--- config.mk ---
export PLATFORM = sky130hd
export DESIGN_NAME = data_mem_arbiter
export DESIGN_NICKNAME = d
export VERILOG_FILES = /design/src/rtl/data_mem_arbiter.sv
export SDC_FILE = /design/constraint.sdc
export NUM_CORES = 1
export LEC_CHECK = 0
export CAP_MARGIN = 20
export CELL_PAD_IN_SITES_DETAIL_PLACEMENT = 2
export CELL_PAD_IN_SITES_GLOBAL_PLACEMENT = 2
export CORE_UTILIZATION = 10
export DETAILED_ROUTE_END_ITERATION = 7
export GPL_ROUTABILITY_DRIVEN = 0
export MAX_ROUTING_LAYER = met4
export PLACE_DENSITY_LB_ADDON = 0.1
export SLEW_MARGIN = 20
export SYNTH_ARGS = -nofsm -noshare
export SYNTH_HDL_FRONTEND = slang
export SYNTH_SLANG_ARGS = --single-unit
--- constraint.sdc ---
create_clock -name clk -period 3.4 [get_ports clk]
set_input_delay 0.68 -clock clk [delete_from_list [all_inputs] [get_ports clk]]
set_output_delay 0.68 -clock clk [all_outputs]
set_load 0.005 [all_outputs]
--- src/rtl/data_mem_arbiter.sv ---
// ---------------------------------------------------------------------------
// data_mem_arbiter
//
// Shares the single data-memory port between the CPU load/store path and the
// display pixel fetcher. The CPU wins by default; a wait counter bounds how
// long the display can be refused, and once the display is forced onto the
// port it keeps it for a burst of up to BURST_LEN grants.
//
// The memory reads combinationally and writes on negedge, so all port muxing
// here is combinational and only the display read return is registered.
//
// Optional build macro: ARB_PERF_CNT_EN
//   defined   -> perf_stall_cnt / perf_force_cnt are live 32-bit counters
//   undefined -> both outputs are tied to zero, no counter flops exist
// ---------------------------------------------------------------------------
module data_mem_arbiter #(
  parameter int MAX_WAIT  = 4,      // refused display cycles before a forced grant (1..15)
  parameter int BURST_LEN = 8,      // grants per forced burst (1..15)
  parameter int IMG_LAST  = 152099  // highest byte address the display may read
) (
  input  logic        clk,
  input  logic        rst,

  // CPU load/store path
  input  logic        cpu_req,
  input  logic        cpu_we,
  input  logic [31:0] cpu_addr,
  input  logic [31:0] cpu_wd,
  output logic [31:0] cpu_rd,
  output logic        cpu_stall,

  // Display pixel fetcher
  input  logic        disp_req,
  input  logic [17:0] disp_addr,
  output logic        disp_gnt,
  output logic [7:0]  disp_rdata,
  output logic        disp_rvalid,
  output logic        disp_err,

  // Data memory port
  output logic        mem_we,
  output logic [31:0] mem_addr,
  output logic [31:0] mem_wd,
  input  logic [31:0] mem_rd,

  // Performance counters (zero unless ARB_PERF_CNT_EN)
  output logic [31:0] perf_stall_cnt,
  output logic [31:0] perf_force_cnt
);

  typedef enum logic {
    S_CPU,   // CPU has priority, display served when CPU idle or starved
    S_DISP   // display owns the port for the remainder of a forced burst
  } state_t;

  // Who drives the memory port this cycle. OWN_NONE covers reset and an
  // out-of-range display request inside a burst: the port stays quiet.
  typedef enum logic [1:0] {
    OWN_CPU,
    OWN_DISP,
    OWN_NONE
  } owner_t;

  localparam logic [3:0]  MAX_WAIT_C  = 4'(MAX_WAIT);
  localparam logic [3:0]  BURST_LEN_C = 4'(BURST_LEN);
  localparam logic [17:0] IMG_LAST_C  = 18'(IMG_LAST);

  state_t     state, state_nxt;
  owner_t     owner;
  logic [3:0] wait_cnt, wait_cnt_nxt;
  logic [3:0] burst_cnt, burst_cnt_nxt;
  logic [3:0] burst_inc;
  logic       disp_ok;
  logic       wait_full;
  logic       forced;

  // Addresses above the image would reach the word and GPIO regions.
  assign disp_ok   = (disp_addr <= IMG_LAST_C);
  assign wait_full = (wait_cnt == MAX_WAIT_C);
  assign burst_inc = burst_cnt + 4'd1;

  // Arbitration: pick the port owner, the display grant and the next state.
  always_comb begin
    // NOTE: every signal written here gets a default first; a path that left
    // one unassigned would infer a latch.
    owner         = OWN_CPU;
    disp_gnt      = 1'b0;
    forced        = 1'b0;
    state_nxt     = state;
    burst_cnt_nxt = burst_cnt;

    if (rst) begin
      owner = OWN_NONE;
    end else begin
      case (state)
        S_CPU: begin
          if (disp_req && !disp_ok) begin
            // Ack the bad address without touching memory; CPU unaffected.
            disp_gnt = 1'b1;
          end else if (disp_req && (!cpu_req || wait_full)) begin
            disp_gnt = 1'b1;
            owner    = OWN_DISP;
            // With cpu_req set this branch is only reachable through a full
            // wait counter, i.e. a forced grant that opens a burst.
            forced   = cpu_req;
            if (cpu_req && (BURST_LEN > 1)) begin
              state_nxt     = S_DISP;
              burst_cnt_nxt = 4'd1;
            end
          end
        end

        S_DISP: begin
          if (disp_req) begin
            disp_gnt = 1'b1;
            owner    = disp_ok ? OWN_DISP : OWN_NONE;
            if (burst_inc >= BURST_LEN_C) begin
              state_nxt     = S_CPU;
              burst_cnt_nxt = '0;
            end else begin
              burst_cnt_nxt = burst_inc;
            end
          end else begin
            // Display went quiet: hand the port straight back this cycle.
            state_nxt     = S_CPU;
            burst_cnt_nxt = '0;
          end
        end
      endcase
    end
  end

  // Memory port and CPU-side muxing driven by the chosen owner.
  always_comb begin
    mem_we    = 1'b0;
    mem_addr  = '0;
    mem_wd    = '0;
    cpu_rd    = '0;
    cpu_stall = cpu_req;

    case (owner)
      OWN_CPU: begin
        mem_we    = cpu_req & cpu_we;
        mem_addr  = cpu_addr;
        mem_wd    = cpu_wd;
        cpu_rd    = mem_rd;
        cpu_stall = 1'b0;
      end
      OWN_DISP: begin
        mem_addr = {14'b0, disp_addr};
      end
      default: begin
      end
    endcase
  end

  // Display starvation counter: counts refused cycles, saturates, clears on
  // a grant or when the display stops asking.
  always_comb begin
    wait_cnt_nxt = '0;
    if (disp_req && !disp_gnt) begin
      wait_cnt_nxt = wait_full ? wait_cnt : wait_cnt + 4'd1;
    end
  end

  // Arbiter state register.
  always_ff @(posedge clk) begin
    // NOTE: sequential state uses non-blocking assignments so every flop
    // samples the pre-edge values regardless of statement order.
    if (rst) begin
      state     <= S_CPU;
      wait_cnt  <= '0;
      burst_cnt <= '0;
    end else begin
      state     <= state_nxt;
      wait_cnt  <= wait_cnt_nxt;
      burst_cnt <= burst_cnt_nxt;
    end
  end

  // Display read return: one-cycle pulse after each grant; data holds between.
  always_ff @(posedge clk) begin
    if (rst) begin
      disp_rvalid <= 1'b0;
      disp_err    <= 1'b0;
      disp_rdata  <= '0;
    end else if (disp_gnt) begin
      disp_rvalid <= 1'b1;
      disp_err    <= !disp_ok;
      disp_rdata  <= disp_ok ? mem_rd[7:0] : 8'h00;
    end else begin
      disp_rvalid <= 1'b0;
      disp_err    <= 1'b0;
    end
  end

`ifdef ARB_PERF_CNT_EN
  logic [31:0] stall_cnt_q;
  logic [31:0] force_cnt_q;

  // Wrapping event counters: CPU stall cycles and forced display grants.
  always_ff @(posedge clk) begin
    if (rst) begin
      stall_cnt_q <= '0;
      force_cnt_q <= '0;
    end else begin
      if (cpu_stall) stall_cnt_q <= stall_cnt_q + 32'd1;
      if (forced)    force_cnt_q <= force_cnt_q + 32'd1;
    end
  end

  assign perf_stall_cnt = stall_cnt_q;
  assign perf_force_cnt = force_cnt_q;
`else
  assign perf_stall_cnt = '0;
  assign perf_force_cnt = '0;
`endif

endmodule

[Word-level counts from Yosys, hierarchy flattened]
Index checks and enable logic that the tools add are counted.
Word-level totals
  bits in registers: 19
  logic and storage cells: 60
  output and inout bits: 173
  bits of input ports: 119
Operators by class
  order comparisons: 2
  reduce and logical (&&, ||, !) cells: 11
  equal/unequal tests: 5
  $add $sub $neg: 2
  bitwise logic cells: 4
  muxes and demuxes: 30
Operators with widths (count)
  $mux 32: 2
  $pmux 32 s2: 1
  $mux 4: 5
  $le 18x18->1 const B: 1
  $mux 1: 14
  $add 4x1->4 const B: 2
  $mux 8: 1
  $pmux 4 s2: 1
  $mux 2: 3
  $ne 2x2->1 const B: 3
  $eq 4x3->1 const B: 1
  $ge 4x4->1 const B: 1
  $pmux 1 s2: 2
  $pmux 2 s2: 1
  $reduce_or 2->1: 2
  $logic_and 1x1->1: 3
  $logic_not 1->1: 3
  $not 1->1: 3
  $reduce_and 3->1: 1
  $eq 2x1->1 const B: 1
  $logic_not 2->1: 1
  $and 1x1->1: 1
  $logic_or 1x1->1: 1

[Longest topological paths before layout]
  depth in word-level cells: 11
  depth in mapped cells: 8
  depth with buffers taken out: 7

[Worst setup path after synthesis]
OpenSTA, ideal clock, no wires.
  path kind: in2out
  from: input port disp_addr[7]
  to: output port mem_addr[10]
  data arrival time: 2.163 ns
  buffers on the path: 1
  data required time: 2.720 ns
  stages on the path: 5
  slack: 0.557 ns
  cells stage by stage: or3_1 -> o2111a_1 -> nor4_2 -> buf_4 -> a22o_1
Between the ends
  longest elaborated chain between the ends: 8
  elaborated cells on any way between the ends: 11
  those cells by class: order compare (1); eq/ne (1); mux (6); reduce/logical (3)
RTL lines
  from (decl): line 34  | input logic [17:0] disp_addr,
  $le 18x18->1 *: line 78  | assign disp_ok = (disp_addr <= IMG_LAST_C);
  $logic_not 1->1: line 97  | if (disp_req && !disp_ok) begin
  $logic_and 1x1->1: line 97
  $mux 1: line 97
  $pmux 2 s2 *: line 95  | case (state)
  $mux 2 *: line 92  | if (rst) begin
  $eq 2x1->1 or $logic_not 2->1 (tied branches): line 141  | case (owner)
  $pmux 32 s2 *: line 141
  to (decl): line 42  | output logic [31:0] mem_addr,
Mark *: on every way between the ends. The rest lies on a longest branch, timed or not.

[Worst setup path in the final report]
  from: input port disp_addr[3]
  to: output port mem_addr[13]
Same word-level chain as after synthesis.

==> reports/metrics.yaml <==
critPathMaxFanout: 6
clock-sinks: 19
end_kind: "output port"
path_cells: "clkdlybuf4s15_2 -> o31a_1 -> o2111a_1 -> buf_4 -> o21bai_4 -> a21oi_4 -> buf_12 -> buf_12 -> buf_4 -> buf_4 -> a22o_1 -> buf_2"
holdWs_ns: 0.4662
final_common_cell: "clkdlybuf4s50_1"
min_path_type: "reg2reg"
r2r_start: "wait_cnt[0]"
start_util_pct: 10.24
max-vdd-ir-drop_mv: 0.1422
clkPwrFrac_pct: 25.2
placed_area_um2: 4651
path_clk_slew_ns: 0.05
status: "completed"
multi_input_area_um2: 1419
ys_ff_latch: 19
hold_viol_final: 0
drive_above_1_share_pct: 22.64
ys.flop_type: "dfxtp_1"
synth_warnings: 0
crit_arrival_ns: 2.65
clk_latency_ns: 0.25
antenna_found_initial: 1
grt_pass1_vias: 3048
rsz0062_at_grt: "false"
grt_overflow_total: 0
drt-pass1-iter-count: 4
drc_errors: 0
synth_cell_type_count: 37
antenna_left: 0
critPathLaunchType: "primary input"
fin_crit_sh_pct: 97.85
report.final.slew_viol_count: 0
cp_slowest_stage_delay_ns: 0.27
cts_buffer_depth: 2
crit_end: "mem_addr[13]"
viasPerCell: 3.441
io_buffers: 227
grt_usage_pct: 11.93
skew_ns: 0.001904
combPwrFrac_pct: 50.9
worstPathRequired_ns: 2.72
p_sw_mw: 0.2683
cts_buffers: 3
crit_top_cell: "buf_4"
ys_seq_area_share_pct: 18.25
regArea_um2: 380.4
areaGrowthSynthToFinish_pct: 129.8
dp_cells: 774
final_cells: 801
cp-startpoint: "disp_addr[3]"
switching_share_pct: 27.91
fin_crit_ns: 3.327
fp.dieArea_um2: 21430
dp.final_hpwl_um: 10960
async_flop_share_pct: 0
cts_root_buf: "clkbuf_16"
nFillCells: 2371
p_leak_nw: 2.241
grt_pass1_wl_um: 18690
p_int_mw: 0.6929
finish.utilization_pct: 23.53
cts_tree: "built"
drt_iter0_drc: 56
post-route-cell-area_um2: 4791
rr_worst_depth: 10
grt_max_degree: 19
synth_area_um2: 2084
mostFrequentLayoutCells: "clkdlybuf4s50_1 (112), and2_1 (68), conb_1 (64), dlygate4sd2_1 (52), buf_2 (44)"
critPathSlowestCell: "o2111a_1"
synth-edff-count: 0
core_area_um2: 20360
max_freq_mhz: 300.6
final_nets: 653
io_pins: 292
htreeDepth: 1
die_w_um: 146.4
syn_inst: 268
pwr_density_cell_nw_per_um2: 200.6
worstSetupPathType: "in2out"
r2r_end: "disp_rdata[7]"
drt_wl_total_um: 12880
routedWlPerCell_um: 16.08
syn_area_per_cell_um2: 7.778
seqPwrFrac_pct: 24.0
rows: 52
setup_viol: 0
dr_total_vias: 2756
total_power_mw: 0.9612
die_h_um: 146.4
reg2reg_slack_ns: 1.32
maxCapViolCount: 0
==> worst max-delay path, delay by kind of cell <==
kind                   cells  cell delay [ns]
AOI/OAI and AO/OA          5             0.95
buffers and inverters      7             1.02
==> synth_stat cells (2+ instances only) <==
library cell / number / area share, %
buf_2: 2 / 0.48
ha_1: 3 / 1.8
and2_1: 71 / 21
a32o_1: 8 / 3.8
a22o_1: 18 / 7.6
nand2_1: 6 / 1.1
clkbuf_2: 7 / 1.7
xnor2_1: 3 / 1.3
inv_1: 6 / 1.1
buf_4: 66 / 24
and3_1: 2 / 0.60
dfxtp_1: 19 / 18
nand4_1: 2 / 0.60
nor2_1: 8 / 1.4
nand3_1: 3 / 0.72
clkbuf_1: 5 / 0.90
nor3b_1: 8 / 2.9
a21oi_1: 8 / 1.9
nor3_1: 4 / 0.96
o31a_1: 2 / 0.84
==> stage by stage <==
step	TNS [ns]	setup WS (ns)
2_1_floorplan	0	0.5570
6_report	0	0.07307
4_1_cts	0	0.001939
3_3_place_gp	-45.23	-0.5904
5_1_grt	0	0.006112
3_5_place_dp	-46.97	-0.6090
==> area by class of cell <==
cell class / instances / share of cell area, %
Antenna cell: 1 / 0.05223
Clock buffer: 4 / 1.645
Inverter: 6 / 0.4701
Multi-Input combinational cell: 226 / 29.62
Sequential cell: 19 / 7.939
Tap cell: 270 / 7.051
Timing Repair Buffer: 275 / 53.23
==> kinds of logic (layout without fill, tap and decap cells) <==
group | after synthesis | count (layout) | synth area share, %
AOI/OAI and AO/OA | 46 | 46 | 18.49
xor gates and xnor gates | 3 | 3 | 1.261
adders and majority gates | 3 | 3 | 1.801
buffers and inverters | 86 | 285 | 27.91
DFF | 19 | 19 | 18.25
muxes | 1 | 1 | 0.5402
other | 1 | 65 | 0.1799
and+or+nand+nor | 109 | 109 | 31.57
==> state kept, by name, summed over array words and instances (netlist names) <==
signal / count
state: 1
burst_cnt: 4
disp_rvalid: 1
disp_err: 1
disp_rdata: 8
wait_cnt: 4
==> worst min-delay path by stage <==
stage / depth (start not counted) / endpoint / slack [ns] / from
floorplan: 2 / wait_cnt[1] / 0.46 / wait_cnt[1]
global placement: 1 / disp_rdata[6] / 0.45 / disp_rdata[6]
detailed placement: 1 / disp_rdata[0] / 0.46 / disp_rdata[0]
CTS: 1 / disp_rdata[0] / 0.47 / disp_rdata[0]
global route: 1 / disp_rdata[0] / 0.49 / disp_rdata[0]
finish: 1 / disp_rdata[0] / 0.47 / disp_rdata[0]
==> metal layers <==
layer	share of wire, %	vias up	wire length, µm	global-route usage (%)
met3	8.2	4	1058	3.500
met4	0.81	0	104	1.458
met5	0	-	0	-
li1	-	1312	-	-
met2	56	151	7252	23.86
met1	35	1289	4466	11.37
==> power by group through the flow <==
stage	sequential, mW	clock (mW)	combinational [mW]
6_report	0.231	0.242	0.489
5_1_grt	0.231	0.266	0.531
4_1_cts	0.231	0.255	0.498
3_5_place_dp	0.235	0	0.499
3_3_place_gp	0.235	0	0.498
2_1_floorplan	0.235	0	0.183
==> what timing repair did <==
| action | in CTS | in global routing |
|---|---|---|
| gates resized for setup | 309 | 6 |
| buffers inserted | 17 | 2 |
| gates cloned | 3 | 0 |
| pin swaps | 10 | 4 |
| hold buffers | 0 | 0 |
| endpoints found under the setup margin | 99 | 45 |
(Power assumes the default switching activity.)
